`src/rtl/bt_pipe_out_arbiter_if.sv`:
```
// Bundle of source-FIFO, host-pipe and status signals shared by bt_pipe_out_arbiter.
// master = arbiter side, slave = source/host side.
interface bt_pipe_out_arbiter_if #(
    parameter int NUM_SRC = 4,
    parameter int LEVEL_W = 16
);
    logic [NUM_SRC-1:0]         src_enable;
    logic [NUM_SRC*LEVEL_W-1:0] src_level;
    logic [NUM_SRC*32-1:0]      src_data;
    logic [NUM_SRC-1:0]         src_rd;
    logic                       pipe_out_read;
    logic [31:0]                pipe_out_data;
    logic                       pipe_out_ready;
    logic [2:0]                 grant_id;
    logic [31:0]                block_count;
    logic                       overrun;

    modport master (
        input  src_enable, src_level, src_data, pipe_out_read,
        output src_rd, pipe_out_data, pipe_out_ready, grant_id, block_count, overrun
    );

    modport slave (
        output src_enable, src_level, src_data, pipe_out_read,
        input  src_rd, pipe_out_data, pipe_out_ready, grant_id, block_count, overrun
    );
endinterface

```
`src/rtl/bt_pipe_out_arbiter.sv`:
```
// Block-granular round-robin arbiter sharing one BTPipeOut endpoint between FWFT source FIFOs.
// Optional macro ARB_HEADER_EN: prepend a header word to each block and lower the eligibility threshold by one.
//
// state  | meaning
// IDLE   | first cycle after reset
// SELECT | round-robin scan for a source holding a full block
// ARMED  | pipe_out_ready high, host reads the granted source's block
module bt_pipe_out_arbiter #(
    parameter int NUM_SRC     = 4,
    parameter int BLOCK_WORDS = 256,
    parameter int LEVEL_W     = 16
) (
    input  logic                   clk,
    input  logic                   reset,
    bt_pipe_out_arbiter_if.master  bus
);
    localparam int CNT_W = $clog2(BLOCK_WORDS);
`ifdef ARB_HEADER_EN
    localparam int THRESH_I = BLOCK_WORDS - 1;
`else
    localparam int THRESH_I = BLOCK_WORDS;
`endif
    localparam logic [LEVEL_W-1:0] THRESH = LEVEL_W'(THRESH_I);
    localparam logic [CNT_W-1:0]   LAST   = CNT_W'(BLOCK_WORDS - 1);

    typedef enum logic [1:0] {IDLE, SELECT, ARMED} state_t;

    state_t             state_q, state_d;
    logic               ready_q, ready_d;
    logic [2:0]         grant_q, grant_d;
    logic [2:0]         ptr_q, ptr_d;
    logic [CNT_W-1:0]   cnt_q, cnt_d;
    logic [31:0]        blk_q, blk_d;
    logic               ovr_q, ovr_d;

    logic [NUM_SRC-1:0] eligible;
    logic               armed_rd;
    logic               pop;
    logic               found;
    logic [31:0]        head_word;

    always_comb begin
        eligible = '0;
        for (int i = 0; i < NUM_SRC; i++) begin
            eligible[i] = bus.src_enable[i] && (bus.src_level[i*LEVEL_W +: LEVEL_W] >= THRESH);
        end
    end

    assign armed_rd = bus.pipe_out_read && (state_q == ARMED);

    always_comb begin
        state_d = state_q;
        ready_d = ready_q;
        grant_d = grant_q;
        ptr_d   = ptr_q;
        cnt_d   = cnt_q;
        blk_d   = blk_q;
        ovr_d   = ovr_q;
        found   = 1'b0;
        case (state_q)
            IDLE: state_d = SELECT;
            SELECT: begin
                // Two passes give the wrap-around order ptr+1 .. NUM_SRC-1, 0 .. ptr.
                for (int i = 0; i < NUM_SRC; i++) begin
                    if (!found && eligible[i] && (i > int'(ptr_q))) begin
                        found   = 1'b1;
                        grant_d = 3'(i);
                        ptr_d   = 3'(i);
                    end
                end
                for (int i = 0; i < NUM_SRC; i++) begin
                    if (!found && eligible[i] && (i <= int'(ptr_q))) begin
                        found   = 1'b1;
                        grant_d = 3'(i);
                        ptr_d   = 3'(i);
                    end
                end
                if (found) begin
                    state_d = ARMED;
                    ready_d = 1'b1;
                end
            end
            ARMED: begin
                if (armed_rd) begin
                    cnt_d = cnt_q + 1'b1;
                    if (cnt_q == LAST) begin
                        cnt_d   = '0;
                        blk_d   = blk_q + 32'd1;
                        ready_d = 1'b0;
                        state_d = SELECT;
                    end
                end
            end
            default: state_d = IDLE;
        endcase
        if (bus.pipe_out_read && (state_q != ARMED)) begin
            ovr_d = 1'b1;
        end
    end

    always_ff @(posedge clk) begin
        if (reset) begin
            state_q <= IDLE;
            ready_q <= 1'b0;
            grant_q <= '0;
            ptr_q   <= '0;
            cnt_q   <= '0;
            blk_q   <= '0;
            ovr_q   <= 1'b0;
        end else begin
            state_q <= state_d;
            ready_q <= ready_d;
            grant_q <= grant_d;
            ptr_q   <= ptr_d;
            cnt_q   <= cnt_d;
            blk_q   <= blk_d;
            ovr_q   <= ovr_d;
        end
    end

    always_comb begin
        head_word = '0;
        for (int i = 0; i < NUM_SRC; i++) begin
            if (grant_q == 3'(i)) begin
                head_word = bus.src_data[i*32 +: 32];
            end
        end
    end

`ifdef ARB_HEADER_EN
    assign pop = armed_rd && (cnt_q != '0);
    assign bus.pipe_out_data = (state_q != ARMED) ? 32'd0 :
                               (cnt_q == '0) ? {8'hA5, 5'd0, grant_q, blk_q[15:0]} : head_word;
`else
    assign pop = armed_rd;
    assign bus.pipe_out_data = (state_q == ARMED) ? head_word : 32'd0;
`endif

    always_comb begin
        bus.src_rd = '0;
        for (int i = 0; i < NUM_SRC; i++) begin
            bus.src_rd[i] = pop && (grant_q == 3'(i));
        end
    end

    assign bus.pipe_out_ready = ready_q;
    assign bus.grant_id       = grant_q;
    assign bus.block_count    = blk_q;
    assign bus.overrun        = ovr_q;
endmodule

```
`src/flat_wrapper.sv`:
```
// flat-port wrapper written by rule: the top's interface ports become plain ports
module bt_pipe_out_arbiter_flat 
#(
    parameter int NUM_SRC     = 4,
    parameter int BLOCK_WORDS = 256,
    parameter int LEVEL_W     = 16
)
  (clk, reset, bus_src_enable, bus_src_level, bus_src_data, bus_pipe_out_read, bus_src_rd, bus_pipe_out_data, bus_pipe_out_ready, bus_grant_id, bus_block_count, bus_overrun);
  bt_pipe_out_arbiter_if #(.NUM_SRC(NUM_SRC), .LEVEL_W(LEVEL_W)) bus_i ();
  input  logic clk;
  input  logic reset;
  input wire logic [$bits(bus_i.src_enable)-1:0] bus_src_enable;
  input wire logic [$bits(bus_i.src_level)-1:0] bus_src_level;
  input wire logic [$bits(bus_i.src_data)-1:0] bus_src_data;
  input wire logic [$bits(bus_i.pipe_out_read)-1:0] bus_pipe_out_read;
  output wire logic [$bits(bus_i.src_rd)-1:0] bus_src_rd;
  output wire logic [$bits(bus_i.pipe_out_data)-1:0] bus_pipe_out_data;
  output wire logic [$bits(bus_i.pipe_out_ready)-1:0] bus_pipe_out_ready;
  output wire logic [$bits(bus_i.grant_id)-1:0] bus_grant_id;
  output wire logic [$bits(bus_i.block_count)-1:0] bus_block_count;
  output wire logic [$bits(bus_i.overrun)-1:0] bus_overrun;
  assign bus_i.src_enable = bus_src_enable;
  assign bus_i.src_level = bus_src_level;
  assign bus_i.src_data = bus_src_data;
  assign bus_i.pipe_out_read = bus_pipe_out_read;
  assign bus_src_rd = bus_i.src_rd;
  assign bus_pipe_out_data = bus_i.pipe_out_data;
  assign bus_pipe_out_ready = bus_i.pipe_out_ready;
  assign bus_grant_id = bus_i.grant_id;
  assign bus_block_count = bus_i.block_count;
  assign bus_overrun = bus_i.overrun;
  bt_pipe_out_arbiter #(.NUM_SRC(NUM_SRC), .BLOCK_WORDS(BLOCK_WORDS), .LEVEL_W(LEVEL_W)) u_core (.clk(clk), .reset(reset), .bus(bus_i));
endmodule
```
`config.mk`:
```
export PLATFORM = sky130hd
export DESIGN_NAME = bt_pipe_out_arbiter_flat
export DESIGN_NICKNAME = d
export VERILOG_FILES = /design/src/rtl/bt_pipe_out_arbiter_if.sv /design/src/rtl/bt_pipe_out_arbiter.sv /design/src/flat_wrapper.sv
export SDC_FILE = /design/constraint.sdc
export NUM_CORES = 1
export LEC_CHECK = 0
export BUFFER_PORTS_ARGS = -buffer_cell sky130_fd_sc_hd__buf_2
export CAP_MARGIN = 20
export CORE_AREA = 2 2 106 108
export CTS_BUF_LIST = sky130_fd_sc_hd__clkbuf_8 sky130_fd_sc_hd__clkbuf_16
export DETAILED_ROUTE_END_ITERATION = 16
export DIE_AREA = 0 0 108 110
export GPL_ROUTABILITY_DRIVEN = 0
export PLACE_DENSITY = 0.69
export SYNTH_ARGS = -nofsm -noshare
export SYNTH_HDL_FRONTEND = slang
export SYNTH_SLANG_ARGS = --single-unit
```
`constraint.sdc`:
```
create_clock -name clk -period 2.08 [get_ports clk]
set_clock_uncertainty 0.1 [all_clocks]
set_input_delay 0.104 -clock clk [delete_from_list [all_inputs] [get_ports clk]]
set_output_delay 0.104 -clock clk [all_outputs]
set_load 0.05 [all_outputs]
```
==> qor.txt <==
Post-synthesis sequential area ratio -> 0.2761
EDFF count, synth -> 0
FF+latch count, synth -> 46
WL/cell -> 16.44 µm
Net Count, Synth -> 550
Vias in the first global route -> 3,651
Routed via count -> 3,685
Post-synth top area share -> 0.2761
Worst Slack Setup Final -> -0.02214 ns
Adder-Cell Fraction of Synth Area -> 0.007502
Drt initial violations -> 170
Number of library cell types mapped by synthesis -> 51
Grt ovf -> 0
Routed WL -> 12,150 µm
Largest net degree at the start of global routing -> 24
Synth warnings -> 0
Highest achievable clock rate -> 475.7 MHz
Share of layout cells above drive strength 1 -> 0.6212
Synth Area in Simple Gates -> 0.2847
I/O pin total -> 272
Flop2flop setup slack -> -0.02 ns
Final hold vios -> 0
Pwr per Cell Area -> 471.6 nW/µm²
CTS Sinks -> 46
Mapped Cells -> 349
Final nets -> 794
Fin crit share -> 1.011
Setup crit end kind -> flip-flop
Dominant register cell in the synthesized netlist -> dfxtp_1
Critical path launch point type -> flip-flop
Slew @ Worst Pin -> 0.5545 ns
Final min period -> 2.102 ns
Max-slew headroom -> 0.6270
Later-pin clock latency in the skew report -> 0.30 ns
Fillers -> 1,006
Worst Path Required -> 2.18 ns
CTS Buffer Depth -> 2
Dpl cell area -> 4960 µm²
Initial antenna violation count -> 4
Top cells by area, synth -> dfxtp_1, mux4_2, nor2b_1
Place WS -> -0.07061 ns
GRT Total Usage -> 0.1937
Area of the die -> 11,880 µm²
Antenna-violating nets left -> 0
Synthesized area per cell -> 9.558 µm²
Leading area contributor after synthesis -> dfxtp_1
Max-cap violations -> 0
First-pass GRT wire length -> 18,190 µm
Status -> finished, violations left
Most frequent cells after synthesis -> dfxtp_1, nor2_1, nor2b_1
Most frequent cell after synthesis -> dfxtp_1
Clk root buf -> clkbuf_8
RSZ-0062 raised after global routing -> true
CTS tree -> done
CP max FO -> 8
Compound-Gate Fraction of Synth Area -> 0.06902
Chip width -> 108 µm
Area growth, synth to finish -> 57.16%
Max Slew Vio Count -> 0
Setup violations, final -> 2
Post-synthesis mux area share -> 0.2254
Failing checks -> setup timing
CTS Buf Count -> 5
Clock transition at the registers of the reported paths -> 0.09 ns
WHS Path Cells -> 2
Initial core utilization -> 0.3118
Syn Std Cell Area -> 3336 µm²
Hpwl dp -> 9773 µm
DRT Pass-1 Iters -> 4
WP data arrival -> 2.20 ns
VDD IR max -> 426.5 µV
Main combinational cell family by area after synthesis -> simple AND/OR/NAND/NOR gates
H-tree levels -> 2
Via density per instance -> 4.986
Reg2reg path depth -> 7
Fin area -> 5243 µm²
Hold Path Class -> in -> reg
Xor/xnor share of the synthesized area -> 0.07877
Leak -> 0.002405 µW
Residual DRC -> 0
IO buf count -> 238
Fraction of registers with async set/reset -> 0
Die height -> 110 µm
Core area -> 10,700 µm²
Rows -> 38
Kind of critical path -> reg -> reg
-- cells by family (layout without fill, tap and decap cells) --
group | Yosys count | count (layout)
other | 1 | 6
xor gates and xnor gates | 30 | 30
buffers and inverters | 35 | 279
and+or+nand+nor | 162 | 163
DFF | 46 | 46
adders and majority gates | 2 | 2
AOI/OAI and AO/OA | 38 | 38
muxes | 35 | 35
-- power by group --
part	internal (µW)	switching, µW	total [µW]	leakage (µW)
Clock	264	301	565	0.0000524
Sequential	893	17.2	911	0.000380
Combinational	496	501	997	0.00197
Total	1650	819	2470	0.00241
-- registers in the layout, summed over array words and instances, names as in the netlist --
name and flops:
u_core.bus.block_count 32, u_core.cnt_q 8, u_core.ptr_q 2, u_core.state_q 2
u_core.bus.overrun 1, u_core.bus.pipe_out_ready 1
-- placed cells by master, fill, tap and decap left out, drive strengths merged, types with 7 or more instances in the layout --
cell,netlist,final
dfxtp,46,46
nand3,11,11
inv,9,10
and4,7,7
o21ai,11,11
mux4,32,32
xor2,8,8
nand2,15,15
a21oi,14,14
nand4,9,9
nor3,11,11
or3,7,7
xnor2,22,22
nor2b,34,34
nor4,15,15
nor2,38,38
buf,7,261
-- path summary, 6_finish.rpt --
kind | endpoint | start
max | u_core.bus.block_count[14] | u_core.cnt_q[0]
min | u_core.bus.block_count[18] | reset
max reg2reg | u_core.bus.block_count[14] | u_core.cnt_q[0]
min reg2reg | u_core.bus.block_count[6] | u_core.bus.block_count[6]
-- layer usage --
layer	global-route usage	vias up	share of wire
met5	0	-	0
met4	0.09799	0	0.036
met3	0.06467	26	0.081
met2	0.3342	132	0.51
met1	0.2136	1748	0.38
li1	-	1779	-
-- what timing repair did --
item / in CTS / in global routing
pin swaps: 1 / 9
setup endpoints to repair: 25 / 23
buffers inserted: 1 / 1
gates cloned: 1 / 1
hold buffers: 1 / 0
resized for setup: 8 / 22
hold endpoints to repair: 1 / 0
-- worst max-delay path, cell delays in order (launching register included) --
cell	delay, ns
dfxtp_2	0.36
ha_4	0.15
nand4_1	0.14
buf_4	0.17
or4_4	0.64
nor3_2	0.23
xnor2_1	0.15
nor2_1	0.05
-- cell type report --
class,instances,area [µm²],area share
clock inverter,2,8.758,0.001671
multi-input combinational,269,2547,0.4859
timing repair buffer,262,1436,0.2740
tap,140,175.2,0.03341
sequential,46,945.9,0.1804
antenna,5,12.51,0.002387
inverter,9,33.78,0.006444
clock buffer,6,82.58,0.01575
-- per-stage QoR --
stage	hold slack (ns)	setup TNS, ns	std cells	total power (µW)	util
after global routing	0.1107	-0.6712	738	2591	0.4898
after detailed placement	0.3005	-0.2461	721	1899	0.4636
after floorplan	0.1447	-0.5162	349	1590	-
after global placement	0.3004	-0.04465	721	1884	0.4636
after CTS	0.08229	0	732	2491	0.4792
final	0.08796	-0.03637	739	2472	0.4901
Note: power is estimated with default switching activity, not from simulation.
